<file path="src/rtl/ccc_cfg_pkg.sv">
// Shared types for the CCC reconfiguration controller:
// FSM state encoding and table-entry field layout.
package ccc_cfg_pkg;

  localparam int CCC_ADDR_W = 6;
  localparam int CCC_DATA_W = 8;
  localparam int TBL_W      = 15;
  localparam int LAST_BIT   = 14;
  localparam int ADDR_HI    = 13;
  localparam int ADDR_LO    = 8;
  localparam int DATA_HI    = 7;
  localparam int DATA_LO    = 0;

  typedef enum logic [3:0] {
    ST_WAIT_LOCK,
    ST_RUN,
    ST_HOLD,
    ST_FETCH,
    ST_SETUP,
    ST_ACCESS,
    ST_RSETUP,
    ST_RACCESS,
    ST_FAIL
  } state_e;

endpackage

</file>
<file path="src/rtl/lock_filter.sv">
// PLL LOCK synchronizer and stability counter.
// Ports: clk/rst, lock_async in, clr in; lock_stable, lock_sync_low out.
module lock_filter #(
  parameter int LOCK_STABLE = 256
) (
  input  logic clk,
  input  logic rst,
  input  logic lock_async,
  input  logic clr,
  output logic lock_stable,
  output logic lock_sync_low
);

  localparam int CW = $clog2(LOCK_STABLE + 1);

  logic          meta_q, meta_d;
  logic          sync_q, sync_d;
  logic [CW-1:0] cnt_q, cnt_d;

  always_ff @(posedge clk or posedge rst) begin
    if (rst) begin
      meta_q <= 1'b0;
      sync_q <= 1'b0;
      cnt_q  <= '0;
    end else begin
      meta_q <= meta_d;
      sync_q <= sync_d;
      cnt_q  <= cnt_d;
    end
  end

  // cnt_q holds the number of earlier consecutive sync-high
  // cycles, so the current cycle completes the run at L-1.
  always_comb begin
    meta_d = lock_async;
    sync_d = meta_q;
    cnt_d  = cnt_q;
    if (clr || !sync_q)
      cnt_d = '0;
    else if (cnt_q != CW'(LOCK_STABLE))
      cnt_d = cnt_q + 1'b1;
  end

  assign lock_stable   = sync_q && !clr &&
                         (cnt_q >= CW'(LOCK_STABLE - 1));
  assign lock_sync_low = !sync_q;

endmodule

</file>
<file path="src/rtl/ccc_reconfig_ctrl.sv">
// CCC dynamic-config sequencer: writes a profile table over APB,
// optional readback, then waits for stable LOCK and releases fabric.
module ccc_reconfig_ctrl
  import ccc_cfg_pkg::*;
#(
  parameter int NUM_PROFILES = 4,
  parameter int ENTRY_W      = 4,
  parameter int VERIFY       = 1,
  parameter int LOCK_STABLE  = 256,
  parameter int LOCK_TIMEOUT = 65536,
  localparam int PW          = $clog2(NUM_PROFILES)
) (
  input  logic                  CLK,
  input  logic                  RESET,
  input  logic                  REQ,
  input  logic [PW-1:0]         PROFILE,
  output logic                  BUSY,
  output logic                  DONE,
  output logic                  ERR,
  output logic                  LOCK_LOST,
  output logic                  FABRIC_RST,
  output logic [PW+ENTRY_W-1:0] TBL_ADDR,
  input  logic [TBL_W-1:0]      TBL_DATA,
  output logic                  CCC_PSEL,
  output logic                  CCC_PENABLE,
  output logic                  CCC_PWRITE,
  output logic [CCC_ADDR_W-1:0] CCC_PADDR,
  output logic [CCC_DATA_W-1:0] CCC_PWDATA,
  input  logic [CCC_DATA_W-1:0] CCC_PRDATA,
  output logic                  CCC_PRESET_N,
  output logic                  CCC_PLL_ARST_N,
  input  logic                  CCC_LOCK
);

  localparam int TW = $clog2(LOCK_TIMEOUT + 1);

  state_e             state_q, state_d;
  logic [PW-1:0]      prof_q, prof_d;
  logic [ENTRY_W-1:0] idx_q, idx_d;
  logic [TBL_W-1:0]   ent_q, ent_d;
  logic [TW-1:0]      tmo_q, tmo_d;
  logic               done_q, done_d;
  logic               lost_q, lost_d;
  logic               preset_n_q;

  logic               lock_stable, lock_sync_low;
  logic               last_ent, xfer, wr_phase;
  state_e             next_ent;
  logic [ADDR_HI:0]   ent_cur;

  lock_filter #(
    .LOCK_STABLE(LOCK_STABLE)
  ) u_lock (
    .clk          (CLK),
    .rst          (RESET),
    .lock_async   (CCC_LOCK),
    .clr          (!(state_q == ST_WAIT_LOCK ||
                     state_q == ST_RUN)),
    .lock_stable  (lock_stable),
    .lock_sync_low(lock_sync_low)
  );

  always_ff @(posedge CLK or posedge RESET) begin
    if (RESET) begin
      state_q    <= ST_WAIT_LOCK;
      prof_q     <= '0;
      idx_q      <= '0;
      ent_q      <= '0;
      tmo_q      <= '0;
      done_q     <= 1'b0;
      lost_q     <= 1'b0;
      preset_n_q <= 1'b0;
    end else begin
      state_q    <= state_d;
      prof_q     <= prof_d;
      idx_q      <= idx_d;
      ent_q      <= ent_d;
      tmo_q      <= tmo_d;
      done_q     <= done_d;
      lost_q     <= lost_d;
      preset_n_q <= 1'b1;
    end
  end

  assign last_ent = ent_q[LAST_BIT] || (idx_q == '1);
  assign next_ent = last_ent ? ST_WAIT_LOCK : ST_FETCH;

  always_comb begin
    state_d = state_q;
    prof_d  = prof_q;
    idx_d   = idx_q;
    ent_d   = ent_q;
    tmo_d   = '0;
    done_d  = 1'b0;
    lost_d  = lost_q;
    unique case (state_q)
      ST_WAIT_LOCK: begin
        if (lock_stable) begin
          state_d = ST_RUN;
          done_d  = 1'b1;
        end else if (tmo_q >= TW'(LOCK_TIMEOUT - 1)) begin
          state_d = ST_FAIL;
        end else begin
          tmo_d = tmo_q + 1'b1;
        end
      end
      // REQ outranks a same-cycle lock drop.
      ST_RUN: begin
        if (REQ) begin
          prof_d  = PROFILE;
          lost_d  = 1'b0;
          state_d = ST_HOLD;
        end else if (lock_sync_low) begin
          lost_d  = 1'b1;
          state_d = ST_WAIT_LOCK;
        end
      end
      ST_HOLD: begin
        idx_d   = '0;
        state_d = ST_FETCH;
      end
      ST_FETCH: state_d = ST_SETUP;
      ST_SETUP: begin
        ent_d   = TBL_DATA;
        state_d = ST_ACCESS;
      end
      ST_ACCESS: begin
        if (VERIFY != 0) begin
          state_d = ST_RSETUP;
        end else begin
          state_d = next_ent;
          if (!last_ent) idx_d = idx_q + 1'b1;
        end
      end
      ST_RSETUP: state_d = ST_RACCESS;
      ST_RACCESS: begin
        if (CCC_PRDATA != ent_q[DATA_HI:DATA_LO]) begin
          state_d = ST_FAIL;
        end else begin
          state_d = next_ent;
          if (!last_ent) idx_d = idx_q + 1'b1;
        end
      end
      ST_FAIL: begin
        if (REQ) begin
          prof_d  = PROFILE;
          lost_d  = 1'b0;
          state_d = ST_HOLD;
        end
      end
      default: state_d = ST_WAIT_LOCK;
    endcase
  end

  // Table data arrives during SETUP; later phases use the copy.
  assign ent_cur  = (state_q == ST_SETUP) ?
                    TBL_DATA[ADDR_HI:0] : ent_q[ADDR_HI:0];
  assign xfer     = state_q == ST_SETUP  ||
                    state_q == ST_ACCESS ||
                    state_q == ST_RSETUP ||
                    state_q == ST_RACCESS;
  assign wr_phase = state_q == ST_SETUP ||
                    state_q == ST_ACCESS;

  assign TBL_ADDR       = {prof_q, idx_q};
  assign CCC_PSEL       = xfer;
  assign CCC_PENABLE    = state_q == ST_ACCESS ||
                          state_q == ST_RACCESS;
  assign CCC_PWRITE     = wr_phase;
  assign CCC_PADDR      = xfer ? ent_cur[ADDR_HI:ADDR_LO] : '0;
  assign CCC_PWDATA     = wr_phase ?
                          ent_cur[DATA_HI:DATA_LO] : '0;
  assign CCC_PRESET_N   = preset_n_q;
  assign CCC_PLL_ARST_N = !(xfer || state_q == ST_HOLD ||
                            state_q == ST_FETCH);
  assign FABRIC_RST     = state_q != ST_RUN;
  assign BUSY           = !(state_q == ST_RUN ||
                            state_q == ST_FAIL);
  assign ERR            = state_q == ST_FAIL;
  assign DONE           = done_q;
  assign LOCK_LOST      = lost_q;

endmodule

</file>
<file path="config.mk">
export PLATFORM = sky130hd
export DESIGN_NAME = ccc_reconfig_ctrl
export DESIGN_NICKNAME = d
export VERILOG_FILES = /design/src/rtl/ccc_cfg_pkg.sv /design/src/rtl/lock_filter.sv /design/src/rtl/ccc_reconfig_ctrl.sv
export SDC_FILE = /design/constraint.sdc
export NUM_CORES = 1
export LEC_CHECK = 0
export ABC_AREA = 1
export CORE_UTILIZATION = 38
export DETAILED_ROUTE_END_ITERATION = 7
export HOLD_SLACK_MARGIN = 0.05
export PLACE_DENSITY = 0.68
export SYNTH_ARGS = -nofsm -noshare
export SYNTH_HDL_FRONTEND = slang
export SYNTH_HIERARCHICAL = 1
export SYNTH_SLANG_ARGS = --single-unit
</file>
<file path="constraint.sdc">
create_clock -name CLK -period 2.38 [get_ports CLK]
set_input_delay 0.714 -clock CLK [delete_from_list [all_inputs] [get_ports CLK]]
set_output_delay 0.714 -clock CLK [all_outputs]
set_load 0.01 [all_outputs]
</file>
==> flow_summary_export.csv, run 1 <==
group,metric,value,unit
cells_and_area,multiInputGateArea,1589,sq um
setup_path,critPathMaxFanout,7,
setup_path,crit_family,"buffers and inverters",
timing,max_freq,418.5,MHz
cells_and_area,seq_area,1401,sq um
floorplanning,die_y,93.31,microns
timing,post-route-min-period,2.389,ns
synth,ys_ff_latch,56,
synth,netlist_area,3168,sq um
global_routing,grt_max_degree,46,
timing,tightestPinTransition,0.5581,ns
setup_path,cp.required,1.67,ns
run_status,violations,"negative setup slack",
place,dpl.cell_count,577,
global_routing,grt_antenna_before_repair,0,
place,port_buffers,58,
setup_path,start_kind,"flip-flop",
synth,yosysTopAreaCell,"dfrtp_1",
setup_path,crit_path_end_kind,"output port",
synth,synth_ff_type,"dfrtp_1",
clock_tree,insertion_delay,0.31,ns
floorplanning,ios,59,
setup_path,crit_path_max_incr_delay,0.41,ns
clock_tree,clock_sinks,56,
power,power.total,1.656,mW
setup_path,worst-path-buf-inv,5,
place,placed_area,4024,sq um
setup_path,path_class,"flip-flop to output port",
clock_tree,cts_tree,"done",
clock_tree,numCtsBuffers,5,
route,ant_nets,0,
place,gp_congestion,0.8081,
route,routedWlPerCell,12.21,microns
cells_and_area,syn2layout_area_growth,39.65,%
worst_hold_path,hp-class,"flip-flop to flip-flop",
synth,synthArstFlopShare,1.000,
synth,synth.area.top_cells,"dfrtp_1 44%, nand2_1 9.8%, inv_1 7.1%",
timing,slew_viol_final,0,
cells_and_area,post-route-util,0.5609,
floorplanning,core_area,7888,sq um
route,post_drt_via_cell_ratio,4.715,
synth,syn_inst,400,
timing,relSlewSlack,0.6245,
run_status,outcome,"complete, but fails checks",
place,place_ws,-0.3130,ns
timing,post-route-worst-setup-slack,-0.009408,ns
cells_and_area,fin_cells,613,
route,wirelength,7487,microns
cells_and_area,n_fill_cell,723,
timing,fin_setup_tns,-0.009408,ns
synth,synth_warnings,6,
timing,min_period_over_period,1.004,
floorplanning,start_util,0.4016,
setup_path,crit_arrival,1.68,ns
power,p_per_area,374.3,nW/um^2
synth,synth_most_common_cell,"nand2_1",
power,ir_drop,0.2543,mV
cells_and_area,n_antenna_cell,0,
synth,syn_avg_cell_area,7.920,sq um
global_routing,grt_pass1_wl,12340,microns
clock_tree,clockBufferDepth,2,
route,drcViolationCount,0,
route,vias,2890,
route,drt-pass1-iter-count,4,
global_routing,grt.total_usage,0.1777,
setup_path,slowest_stage,"dfrtp_1",
timing,setup_viol_count_final,1,
synth,synth_nets,435,
cells_and_area,layout-drive-gt1-share,0.2564,
synth,ys_seq_area_frac,0.4423,
floorplanning,die_w,93.31,microns
global_routing,grt_pass1_vias,2790,
power,leakage,2.263,nW
global_routing,overflow,0,
floorplanning,rows,32,
setup_path,path_cells,"inv_2, nand2_8, nor2_8, inv_6, buf_16, buf_6, nor2_4, a211oi_2, buf_2",
synth,synth_top_cell_area_share,0.4423,
route,first_iter_violations,147,
clock_tree,cts_root_buf,"clkbuf_8",
clock_tree,hold_buffers,0,
synth,ys_types,34,
place,hpwl,5264,microns
clock_tree,cts_max_level,2,
timing,skew,0.005137,ns
job,cap_viol_max_count,0,
synth,yosys-top-cells-count,"83 x nand2_1, 60 x inv_1, 57 x nor2_1, 56 x dfrtp_1, 20 x nand3_1",
timing,final_hold_viol_count,0,
floorplanning,fp.dieArea,8706,sq um
clock_tree,cts.clk_slew.worst_paths,0.10,ns
timing,fin_hold_ws,0.3560,ns
timing,rsz0062_at_grt,"true",
cells_and_area,fin_nets,545,
synth,synth_edf_count,0,
cells_and_area,fin_area,4424,sq um
==> final cells by class <==
class                   count  area share
flip-flops and latches     56      0.3167
clock inverters             1    0.001697
clock buffers               7     0.01951
inverters                  68     0.05939
repair buffers            108      0.2146
multi-input cells         271      0.3592
well taps                 102     0.02885
==> worst paths after layout <==
kind	from	end	slack [ns]	cells after the start
min in group asynchronous	RESET	u_lock/cnt_q[6]$_DFFE_PP0P_	0.73	2
max in group asynchronous	RESET	u_lock/cnt_q[2]$_DFFE_PP0P_	1.35	2
max	state_q[3]$_DFFE_PP0P_	CCC_PWDATA[7]	-0.009	9
max reg2reg	u_lock/cnt_q[0]$_DFFE_PP0P_	state_q[0]$_DFFE_PP0P_	0.12	10
min reg2reg	u_lock/meta_q$_DFF_PP0_	u_lock/sync_q$_DFF_PP0_	0.36	0
min	u_lock/meta_q$_DFF_PP0_	u_lock/sync_q$_DFF_PP0_	0.36	0
==> timing repair <==
item	4_1_cts	5_1_grt
setup buffers	21	6
pin swaps	8	5
endpoints found under the setup margin	19	20
gates cloned	1	0
resized for setup	75	27
==> registers in the layout, indices dropped and copies added (netlist names) <==
register and cells:
tmo_q 17, ent_q 15, u_lock/cnt_q 9, idx_q 4, state_q 4, prof_q 2
CCC_PRESET_N 1, DONE 1, LOCK_LOST 1, u_lock/meta_q 1, u_lock/sync_q 1
==> kinds of logic (layout without fill, tap and decap cells) <==
logic type,Yosys count,after routing,share of synthesized area
AOI/OAI and AO/OA,45,45,0.09834
xor gates and xnor gates,10,10,0.02765
and+or+nand+nor,209,209,0.3128
DFF,56,56,0.4423
buffers and inverters,73,184,0.09400
other,1,1,0.001184
adders and majority gates,6,6,0.02370
==> metal layers <==
| layer | global-route usage | part of all wire |
|---|---|---|
| met3 | 0.03089 | 0.056 |
| met2 | 0.2960 | 0.45 |
| met1 | 0.2380 | 0.48 |
| met4 | 0.04872 | 0.015 |
| met5 | 0 | 0 |
==> layout by cell type, fill, tap and decap left out, drive strengths merged, types with 10 or more instances in the layout <==
cell type	instances
a21oi	18
dfrtp	56
clkbuf	10
clkdlybuf4s50	37
nor2	76
nand2	86
o21ai	16
buf	64
nand3	25
inv	67
==> report_power, final <==
part / internal, mW / switching (mW) / total [mW] / leakage, nW
Sequential: 0.964 / 0.0101 / 0.974 / 0.740
Clock: 0.237 / 0.307 / 0.544 / 0.0445
Combinational: 0.0685 / 0.0685 / 0.137 / 1.48
(Power assumes the default switching activity.)
==> inputs of run 2 (changes only) <==
--- a/config.mk
+++ b/config.mk
@@ -9,8 +9,7 @@
 export CORE_UTILIZATION = 38
 export DETAILED_ROUTE_END_ITERATION = 7
 export HOLD_SLACK_MARGIN = 0.05
-export PLACE_DENSITY = 0.68
+export PLACE_DENSITY = 0.69
 export SYNTH_ARGS = -nofsm -noshare
 export SYNTH_HDL_FRONTEND = slang
-export SYNTH_HIERARCHICAL = 1
 export SYNTH_SLANG_ARGS = --single-unit
==> flow_summary_export.csv, run 2 <==
group,metric,value,unit
setup_path,crit_arrival,1.70,ns
setup_path,r2r_cells,13,
route,routedWlPerCell,12.34,microns
setup_path,crit_path_max_incr_delay,0.53,ns
setup_path,start_kind,"input pin",
floorplanning,die_w,90.82,microns
floorplanning,die_y,90.82,microns
synth,ys_ff_latch,56,
cells_and_area,multiInputGateArea,1444,sq um
clock_tree,cts_max_level,2,
setup_path,crit_path_end_kind,"output port",
timing,skew,0.007065,ns
place,placed_area,3875,sq um
cells_and_area,largestRegisters,"tmo_q (17), ent_q (15), u_lock.cnt_q (9)",
cells_and_area,fin_nets,504,
synth,netlist_area,2998,sq um
setup_path,slowest_stage,"clkdlybuf4s50_1",
setup_path,timing.rr.start,"tmo_q[0]$_DFF_PP0_",
setup_path,cp-startpoint,"TBL_DATA[5]",
setup_path,cp.required,1.67,ns
cells_and_area,n_antenna_cell,0,
global_routing,grt_max_degree,21,
timing,setup_viol_count_final,1,
route,drt-pass1-iter-count,4,
place,gp_congestion,0.8398,
clock_tree,clock_sinks,56,
timing,tightestPinTransition,0.5069,ns
power,leakage,1.955,nW
worst_hold_path,hp-class,"flip-flop to flip-flop",
cells_and_area,n_fill_cell,741,
clock_tree,cts.clk_slew.worst_paths,0.09,ns
cells_and_area,fin_area,4128,sq um
timing,fin_hold_ws,0.3569,ns
power,switching_power,1.304,mW
power,pwr-share-clk,0.157,
clock_tree,numCtsBuffers,5,
timing,min_period_over_period,1.015,
floorplanning,ios,59,
run_status,violations,"negative setup slack",
job,cap_viol_max_count,0,
route,wirelength,7056,microns
setup_path,path_depth,4,
synth,synth.area.top_cells,"dfrtp_1 47%, nand2_1 8.6%, nor2_1 8.0%",
cells_and_area,syn2layout_area_growth,37.69,%
cells_and_area,layout-drive-gt1-share,0.2021,
cells_and_area,post-route-util,0.5369,
synth,yosysTopAreaCell,"dfrtp_1",
timing,final_hold_viol_count,0,
synth,yosys-top-cells-count,"69 x nand2_1, 64 x nor2_1, 58 x inv_1, 56 x dfrtp_1, 24 x nand3_1",
timing,post-route-worst-setup-slack,-0.03545,ns
global_routing,grt.total_usage,0.1680,
route,drcViolationCount,0,
synth,synth_edf_count,0,
power,power.total,3.445,mW
timing,slew_viol_final,0,
clock_tree,clockBufferDepth,2,
synth,ys_types,31,
synth,synth_top_cell_area_share,0.4674,
cells_and_area,final_common_cell,"nand2_1",
synth,ys_seq_area_frac,0.4674,
setup_path,critPathMaxFanout,2,
synth,syn_inst,376,
clock_tree,hold_buffers,0,
cells_and_area,seq_area,1401,sq um
place,dpl.cell_count,555,
clock_tree,cts_root_buf,"clkbuf_8",
global_routing,grt_pass1_vias,2428,
route,first_iter_violations,91,
setup_path,worst-path-buf-inv,2,
synth,synth_nets,411,
floorplanning,rows,32,
synth,synthArstFlopShare,1.000,
cells_and_area,largest_register,"tmo_q",
synth,synth_warnings,0,
power,combPwrFrac,0.473,
global_routing,grt_antenna_before_repair,0,
global_routing,overflow,0,
cells_and_area,largest_register_ffs,17,
clock_tree,cts_tree,"done",
floorplanning,start_util,0.3900,
setup_path,reg2reg_slack,0.13,ns
floorplanning,core_area,7687,sq um
timing,max_freq,414.0,MHz
power,intPower,2.141,mW
floorplanning,fp.dieArea,8248,sq um
power,p_seq_frac,0.370,
setup_path,crit_end,"CCC_PWDATA[5]",
route,ant_nets,0,
timing,rsz0062_at_grt,"true",
run_status,outcome,"complete, but fails checks",
setup_path,path_class,"input pin to output port",
setup_path,path_cells,"clkdlybuf4s50_1, nor2_4, a211oi_1, clkdlybuf4s15_2",
place,hpwl,5006,microns
place,port_buffers,58,
power,ir_drop,0.4835,mV
cells_and_area,fin_cells,572,
setup_path,crit_family,"buffers and inverters",
clock_tree,insertion_delay,0.31,ns
cells_and_area,mostFrequentLayoutCells,"69 x nand2_1, 56 x dfrtp_1, 55 x inv_1",
route,post_drt_via_cell_ratio,4.654,
setup_path,r2r_end,"tmo_q[13]$_DFF_PP0_",
synth,syn_avg_cell_area,7.973,sq um
timing,relSlewSlack,0.6608,
power,p_per_area,834.5,nW/um^2
global_routing,grt_pass1_wl,11140,microns
power,switching_share,0.3785,
route,vias,2662,
timing,post-route-min-period,2.415,ns
synth,synth_most_common_cell,"nand2_1",
synth,synth_ff_type,"dfrtp_1",
run 2: changes by cell type in the layout (fill, tap and decap cells not counted), sizes merged, moves of 2 or more:
cell	change
inv	-5
buf	-21
xnor2	+2
clkdlybuf4s15	+2
nor3b	+4
a21oi	-5
nand3	+2
o21ai	+3
o21bai	-2
nor2	-8
nand2	-14
xor2	+3
run 2: cell families after synthesis:
group | synth area share
DFF | 0.4674
adders and majority gates | 0.02504
and+or+nand+nor | 0.2922
AOI/OAI and AO/OA | 0.07888
buffers and inverters | 0.09140
xor gates and xnor gates | 0.04382
other | 0.001251
run 2: per-layer routing:
metal,track usage,part of all wire,vias to the layer above
met3,0.02778,0.023,9
met2,0.3011,0.50,36
met4,0.03175,0.0098,0
met5,0,0,-
met1,0.2137,0.46,1249
li1,-,-,1368
run 2: per-stage QoR:
| stage | setup slack (ns) | setup TNS (ns) |
|---|---|---|
| floorplan | 0.2947 | 0 |
| global placement | -0.3364 | -3.722 |
| detailed placement | -0.3342 | -3.831 |
| CTS | -0.04590 | -0.1205 |
| global route | -0.1099 | -1.085 |
| finish | -0.03545 | -0.03545 |
run 2: area by class of cell:
class                   instances  share of cell area
inverters                      62             0.05699
well taps                     102             0.03092
clock buffers                   8             0.02182
repair buffers                 89              0.2010
flip-flops and latches         56              0.3395
multi-input cells             255              0.3498
run 2: power by group through the flow:
stage          combinational [mW]  sequential (mW)  clock [mW]
2_1_floorplan               0.864             1.30           0
3_3_place_gp                 1.41             1.29           0
3_5_place_dp                 1.44             1.29           0
4_1_cts                      1.49             1.27       0.549
5_1_grt                      1.81             1.30       0.588
6_report                     1.63             1.27       0.541
run 2: how the worst min path moves through the flow:
stage / startpoint / end / slack (ns) / depth (start not counted)
after floorplan: u_lock.meta_q$_DFF_PP0_ / u_lock.sync_q$_DFF_PP0_ / 0.33 / 0
after global placement: u_lock.meta_q$_DFF_PP0_ / u_lock.sync_q$_DFF_PP0_ / 0.34 / 0
after detailed placement: u_lock.meta_q$_DFF_PP0_ / u_lock.sync_q$_DFF_PP0_ / 0.34 / 0
after CTS: u_lock.meta_q$_DFF_PP0_ / u_lock.sync_q$_DFF_PP0_ / 0.36 / 0
after global routing: u_lock.meta_q$_DFF_PP0_ / u_lock.sync_q$_DFF_PP0_ / 0.37 / 0
final: u_lock.meta_q$_DFF_PP0_ / u_lock.sync_q$_DFF_PP0_ / 0.36 / 0
run 2: timing repair:
action	4_1_cts	5_1_grt
gates cloned	1	2
pin swaps	1	5
endpoints found under the setup margin	19	22
endpoints found under the hold margin	0	0
resized for setup	81	18
buffers inserted	1	5
==> inputs of run 3 (changes only) <==
--- a/config.mk
+++ b/config.mk
@@ -9,7 +9,9 @@
 export CORE_UTILIZATION = 38
 export DETAILED_ROUTE_END_ITERATION = 7
 export HOLD_SLACK_MARGIN = 0.05
-export PLACE_DENSITY = 0.69
+export PLACE_DENSITY = 0.68
+export SLEW_MARGIN = 10
 export SYNTH_ARGS = -nofsm -noshare
 export SYNTH_HDL_FRONTEND = slang
+export SYNTH_HIERARCHICAL = 1
 export SYNTH_SLANG_ARGS = --single-unit
==> results of run 3 <==
Same layout as run 1: the final DEF is identical, and so are final timing and power.
